<file path="src/rtl/sync_debounce.sv">
// sync_debounce: per-channel synchronizer and debounce filter with registered level and edge strobes
module sync_debounce #(
  parameter int WIDTH = 4,
  parameter int STAGES = 2,
  parameter int DB_CYCLES = 8,
  parameter logic [WIDTH-1:0] RST_VAL = '1
) (
  input  logic             clk,
  input  logic             reset,
  input  logic [WIDTH-1:0] d_a,
  output logic [WIDTH-1:0] q,
  output logic [WIDTH-1:0] rise,
  output logic [WIDTH-1:0] fall,
  output logic             changed
);
  localparam int CW = $clog2(DB_CYCLES + 1);
  localparam logic [CW-1:0] LAST = CW'(DB_CYCLES - 1);
  typedef enum logic {STABLE, PENDING} state_t;
  logic [WIDTH-1:0] sync [STAGES];
  logic [WIDTH-1:0] s, diff, acc, q_d, rise_d, fall_d;
  logic [CW-1:0] cnt [WIDTH];
  logic [CW-1:0] cnt_d [WIDTH];
  state_t st [WIDTH];
  state_t st_d [WIDTH];
  assign s = sync[STAGES-1];
  assign diff = s ^ q;
  // plain flop chain per bit; nothing may sit between stages
  always_ff @(posedge clk) begin
    if (!reset) begin
      for (int k = 0; k < STAGES; k++) sync[k] <= RST_VAL;
    end else begin
      sync[0] <= d_a;
      for (int k = 1; k < STAGES; k++) sync[k] <= sync[k-1];
    end
  end
  // per-bit debounce: a difference must persist DB_CYCLES cycles, any agreement restarts it
  always_comb begin
    acc = '0;
    cnt_d = '{default: '0};
    st_d = '{default: STABLE};
    for (int b = 0; b < WIDTH; b++) begin
      acc[b] = diff[b] && (cnt[b] == LAST);
      cnt_d[b] = (!diff[b] || acc[b]) ? '0 : (st[b] == PENDING ? cnt[b] + 1'b1 : CW'(1));
      st_d[b] = (diff[b] && !acc[b]) ? PENDING : STABLE;
    end
    q_d = q ^ acc;
    rise_d = acc & s;
    fall_d = acc & ~s;
  end
  // level, strobes and per-bit state all register together so pulses align with q
  always_ff @(posedge clk) begin
    if (!reset) begin
      q <= RST_VAL;
      rise <= '0;
      fall <= '0;
      changed <= 1'b0;
      for (int b = 0; b < WIDTH; b++) begin
        cnt[b] <= '0;
        st[b] <= STABLE;
      end
    end else begin
      q <= q_d;
      rise <= rise_d;
      fall <= fall_d;
      changed <= |acc;
      for (int b = 0; b < WIDTH; b++) begin
        cnt[b] <= cnt_d[b];
        st[b] <= st_d[b];
      end
    end
  end
endmodule
</file>
<file path="config.mk">
export PLATFORM = sky130hd
export DESIGN_NAME = sync_debounce
export DESIGN_NICKNAME = d
export VERILOG_FILES = /design/src/rtl/sync_debounce.sv
export SDC_FILE = /design/constraint.sdc
export NUM_CORES = 1
export LEC_CHECK = 0
export BUFFER_PORTS_ARGS = -buffer_cell sky130_fd_sc_hd__buf_2
export CORE_UTILIZATION = 49
export CTS_CLUSTER_DIAMETER = 200
export CTS_CLUSTER_SIZE = 10
export DETAILED_ROUTE_END_ITERATION = 12
export GPL_TIMING_DRIVEN = 0
export PLACE_DENSITY = 0.72
export SYNTH_ARGS = -nofsm -noshare
export SYNTH_HDL_FRONTEND = slang
export SYNTH_SLANG_ARGS = --single-unit
</file>
<file path="constraint.sdc">
create_clock -name clk -period 1.4 [get_ports clk]
set_clock_uncertainty 0.15 [all_clocks]
set_input_delay 0.07 -clock clk [delete_from_list [all_inputs] [get_ports clk]]
set_output_delay 0.07 -clock clk [all_outputs]
set_load 0.005 [all_outputs]
</file>
; Word-level counts from Yosys, hierarchy flattened
; Memory sizes are Yosys's and may differ from the RTL's.
; Index checks and enable logic that the tools add are counted.
[word_totals]
out_inout_bits = 13
ff_bits = 13
n_memories = 3
ramBits = 28
in_bits = 6
elab_cells = 75
[mem_list]
columns = memory, depth, word_bits, read_ports, rd_ports_with_merged_regs, wr, line
row1 = cnt, 4, 4, 4, 0, 4, 21  ; logic [CW-1:0] cnt [WIDTH];
row2 = sync, 2, 4, 2, 0, 2, 19  ; logic [WIDTH-1:0] sync [STAGES];
row3 = st, 4, 1, 4, 0, 4, 23  ; state_t st [WIDTH];
[classes]
bitwise = 15
eq_ne = 4
muxes = 24
n_reduce_logical = 21
add_sub_neg = 4
[op_table]
columns = op, count
row1 = 4-bit 2-to-1 mux, 14
row2 = 4-bit by 1-bit adder with 4-bit output (second input constant), 4
row3 = 4-bit by 3-bit equality test with 1-bit output (second input constant), 4
row4 = 1-bit 2-to-1 mux, 10
row5 = 1-bit bitwise OR, 10
row6 = 4-bit bitwise AND, 2
row7 = 1-bit logical AND, 8
row8 = 1-bit zero test, 8
row9 = 4-bit bitwise XOR, 2
row10 = 1-bit logical OR, 4
row11 = 4-bit NOT, 1
row12 = 4-bit OR reduction, 1

; Logic depth before layout (Yosys ltp)
[depth]
depth_word = 6
mapped_depth = 4
depth_no_buf = 4

; Least setup slack after synthesis
; Ideal clock, no wire load.
[synth_timing]
path_type = reg-to-reg
start = memory cnt[2][0] (netlist bit)
end = register changed
setup_ps = 125
stages_incl_launch_ff = 5
path_buffers = 0
arrival_ps = 1165
t_required_ps = 1125
synth_period_minus_slack_ps = 1440
setup_slack_ps = -40
cell_sequence = dfxtp_1 -> ha_1 -> nand3b_2 -> and2b_1 -> o41a_1
[synth_rtl]
columns = element, line
row1 = from (decl), 21
row2 = to (signal assigned), 65  ; changed <= |acc;
row3 = to (decl), 14  ; output logic changed

==> results.md <==
- The run finished, with violations left.
- The checks that failed: negative setup slack.
- The clock reaches the later pin of the worst-skew pair after 0.35 ns.
- Setup repair after global routing could not meet its margin everywhere.
- The first global-routing pass estimated 4.53 mm of wire.
- After clock tree synthesis, the clock-pin slew on the worst setup and hold paths is 0.12 ns.
- The worst ir drop on vdd is approximately 0.97 mV.
- The worst pin sits at a relative slew slack of 69.6%.
- The number of max-cap violations is 0.
- The core box area is 2760 sq um.
- The post-synthesis cell count is 124.
- With fillers left out, the area of the finished cells amounts to around 1800 sq um.
- The count of input and output buffers is 18.
- The count of routing violations after the opening detailed-route iteration is 4.
- Entering global routing, the biggest net connects 13 pins.
- The total congestion overflow is 0.
- For the worst setup path, the data arrival time is 1.49 ns.
- The endpoint kind of the worst setup timing path is a flop.
- The cell family contributing the most delay on the critical path is compound AO/OA/AOI/OAI gates.
- The final hold violation count was 0.
- TritonCTS built the clock tree.
- The total of endpoints with negative setup slack in the final report is 1.
- The final layout contains routed wiring with a total length of around 2.6 mm.
- The critical path ends at changed.
- OpenSTA, run right after detailed placement, puts the worst setup slack at -0.0785 ns.
- On the worst path, the slowest cell contributes a delay of 0.41 ns.
- The number of fill cells is 217.
- Summed over all cells, the static leakage comes to between 0.7 and 0.8 nW.
- The average vias per placed instance is 5.23.
- The first TritonRoute pass finished after 4 iterations.
- The signal on the critical path passes through ha_4 -> nand3b_1 -> nor2b_1 -> o41a_1.
- The via count of the first global-routing pass is 1,001.
- The maximum clock frequency is 712 MHz.
- The setup total negative slack is -0.00451 ns.
- The remaining design rule violation count is 0.
- The count of state elements after synthesis is 41.
- TritonCTS created 5 clock buffers.
- Dividing the detail-routed wire length by the instance count gives 13.8 microns.
- The reg-to-reg setup timing slack is -0.005 ns.
- The synthesis-to-layout area growth is 25.2%.
- The post-route clock period utilization is 100%.
- The final core area utilization is approximately 65%.
- The final antenna diode count is 0.
- The mean cell area of the mapped netlist is roughly 12 sq um.
- The synthesized design devotes to its leading area cell type 57.5% of total area.
- At the end of routability-driven placement, the weighted congestion stood at 0.794.
- The effective utilization at floorplan is between 50 and 60%.
- The final net count is between 150 and 200.
- By startpoint and endpoint, the worst setup path is classified as flop to flop.
- Across all hold checks on the routed design, the worst slack comes to around 0.068 ns.
- The residual antenna-violating net count after detailed routing is 0.
- The number of cells on the critical path is 4.
- The synthesized cell area is approximately 1400 sq um.
- The number of distinct standard cells referenced by the synthesized netlist is 23.
- The worst min-delay path class is input pin to flop.
- STA puts the critical path data required time at 1.49 ns.
- The die is 56.0 microns tall.
- The cell row count is 19.
- In this run the critical register-to-register path is captured at changed.
- Subtracting the final worst setup slack from the clock period gives 1.40 ns.
- The critical register-to-register path startpoint is cnt[0][0].
- Setup slack on the critical path of the routed design comes to -0.00451 ns.
- Measured in cells, the most critical reg-to-reg path has a length of 4.
- Across all layers, the routed design uses approximately 1,000 vias.
- After detailed placement, the total cell area comes to around 1600 sq um.
- The number of pins with negative max-slew slack in the final report is 0.
- The critical path starts at cnt[0][0].
- The clock sink count is around 40.
- No sink is reached through more buffers than the 2 on the longest clock path.
- For this run, the number of Yosys warnings is 0.
- The critical-path cell with the highest stage delay is sky130_fd_sc_hd__o41a_1.
- The CTS root buffer is sky130_fd_sc_hd__clkbuf_4.
- The transition time at the pin with the least slew margin is 0.456 ns.
- The total buffers and inverters traversed by the critical path is 0.
- The overall die width is between 50 and 60 microns.
- The power per unit of standard cell area is 1150 nW/um^2.
- For this run, the total global-route usage over all layers was measured as 19.3%.
- The synthesized net count is between 100 and 150.
- The largest driver fanout on the critical path is 4.
- In the post-synthesis netlist, the biggest area contributors are sky130_fd_sc_hd__dfxtp_1 58%, sky130_fd_sc_hd__xor2_1 4.9%, sky130_fd_sc_hd__nor3b_1 4.2%, sky130_fd_sc_hd__ha_1 3.5%, sky130_fd_sc_hd__mux2i_1 2.8%.
- Of the cells placed in the final design, the portion with a size suffix greater than 1 is between 20 and 30%.
- The number of antenna violations at the first check in global routing was 0.
- Of the synthesized area, sequential elements account for 57.5%.
- In this run the count of I/O pins placed on the die edge is 19.
- The floorplan step defined a die boundary enclosing 3130 sq um.
- The HPWL after detailed placement is 1.63 mm.
- The most area-hungry cell type in the Yosys netlist is sky130_fd_sc_hd__dfxtp_1.
- The startpoint class of the critical path is a flop.
- The level count of the clock H-tree is 2.
## routing by layer
metal	vias up	global-route usage [%]	wire length [microns]
met5	-	0	0
met4	0	6.27	40
met3	6	7.91	107
met2	18	31.2	1250
met1	474	23.4	1230
li1	501	-	-
## sequential cells by signal, summed over array words and instances (netlist names), named ones only
register  flops
changed       1
st            4
fall          4
sync          8
cnt          16
rise          4
## synthesized netlist by cell type
library cell	number
sky130_fd_sc_hd__a21boi_0	4
sky130_fd_sc_hd__and2b_1	1
sky130_fd_sc_hd__and3_1	4
sky130_fd_sc_hd__and3_2	4
sky130_fd_sc_hd__buf_2	1
sky130_fd_sc_hd__clkbuf_1	1
sky130_fd_sc_hd__dfxtp_1	41
sky130_fd_sc_hd__ha_1	4
sky130_fd_sc_hd__mux2i_1	4
sky130_fd_sc_hd__nand2_1	4
sky130_fd_sc_hd__nand2b_1	3
sky130_fd_sc_hd__nand3_1	4
sky130_fd_sc_hd__nand3b_1	2
sky130_fd_sc_hd__nand3b_2	2
sky130_fd_sc_hd__nand4_1	4
sky130_fd_sc_hd__nand4b_1	4
sky130_fd_sc_hd__nor2_1	8
sky130_fd_sc_hd__nor2b_1	3
sky130_fd_sc_hd__nor3b_1	8
sky130_fd_sc_hd__o41a_1	1
sky130_fd_sc_hd__or2b_1	5
sky130_fd_sc_hd__xnor2_1	4
sky130_fd_sc_hd__xor2_1	8
## per-stage QoR
step | cells | power [mW]
after floorplan | 124 | 1.24
after global placement | 173 | 1.26
after detailed placement | 173 | 1.26
after CTS | 191 | 2.06
after global routing | 191 | 2.13
final | 191 | 2.06
## worst min-delay path, stage by stage
cell	delay (ns)
sky130_fd_sc_hd__buf_2	0.12
sky130_fd_sc_hd__clkbuf_1	0.23
sky130_fd_sc_hd__nand2b_1	0.12
## power breakdown
group / internal, mW / switching, mW / total (mW) / leakage [nW]
registers: 1.18 / 0.0112 / 1.19 / 0.336
logic: 0.0348 / 0.0256 / 0.0604 / 0.410
clock network: 0.427 / 0.374 / 0.800 / 0.0455
## layout make-up
type	count	area, sq um	area share, %
flip-flops and latches	41	828	46.4
multi-input cells	81	644	36.1
repair buffers	28	180	10.1
clock buffers	7	55.1	3.08
well taps	31	38.8	2.17
clock inverters	1	30.0	1.68
plain buffers	2	8.76	0.491
## worst min-delay path by stage
stage,slack (ns),depth (start not counted),startpoint,to
final,0.07,3,reset,sync[0][3]
after global routing,0.08,3,reset,sync[0][6]
after CTS,0.06,3,reset,sync[0][3]
after detailed placement,0.1,2,d_a[1],sync[0][1]
after global placement,0.10,2,d_a[0],sync[0][0]
after floorplan,0.02,1,d_a[0],sync[0][0]
## layout by cell type (no fill, tap or decap), types with 5 or more instances in the layout
cell	synthesis	routed
sky130_fd_sc_hd__buf_2	1	19
sky130_fd_sc_hd__clkbuf_4	0	5
sky130_fd_sc_hd__dfxtp_1	41	35
sky130_fd_sc_hd__dfxtp_2	0	6
sky130_fd_sc_hd__dlygate4sd3_1	0	6
sky130_fd_sc_hd__nor2_1	8	8
sky130_fd_sc_hd__nor3b_1	8	8
sky130_fd_sc_hd__or2b_1	5	5
sky130_fd_sc_hd__xor2_1	8	8
## cell families after synthesis
| kind of cell | after synthesis | share of synthesized area [%] |
|---|---|---|
| AOI/OAI and AO/OA | 5 | 2.89 |
| xor gates and xnor gates | 12 | 7.37 |
| adders and majority gates | 4 | 3.51 |
| buffers and inverters | 2 | 0.613 |
| DFF | 41 | 57.5 |
| muxes | 4 | 2.81 |
| and+or+nand+nor | 56 | 25.3 |
## repair_timing
item | 4_1_cts | 5_1_grt
hold buffers | 6 | 0
endpoints found under the setup margin | 3 | 4
endpoints found under the hold margin | 10 | 0
setup buffers | 4 | 0
resized for setup | 11 | 2
pin swaps | 1 | 0
No activity file was read; power rests on OpenSTA's default activity.
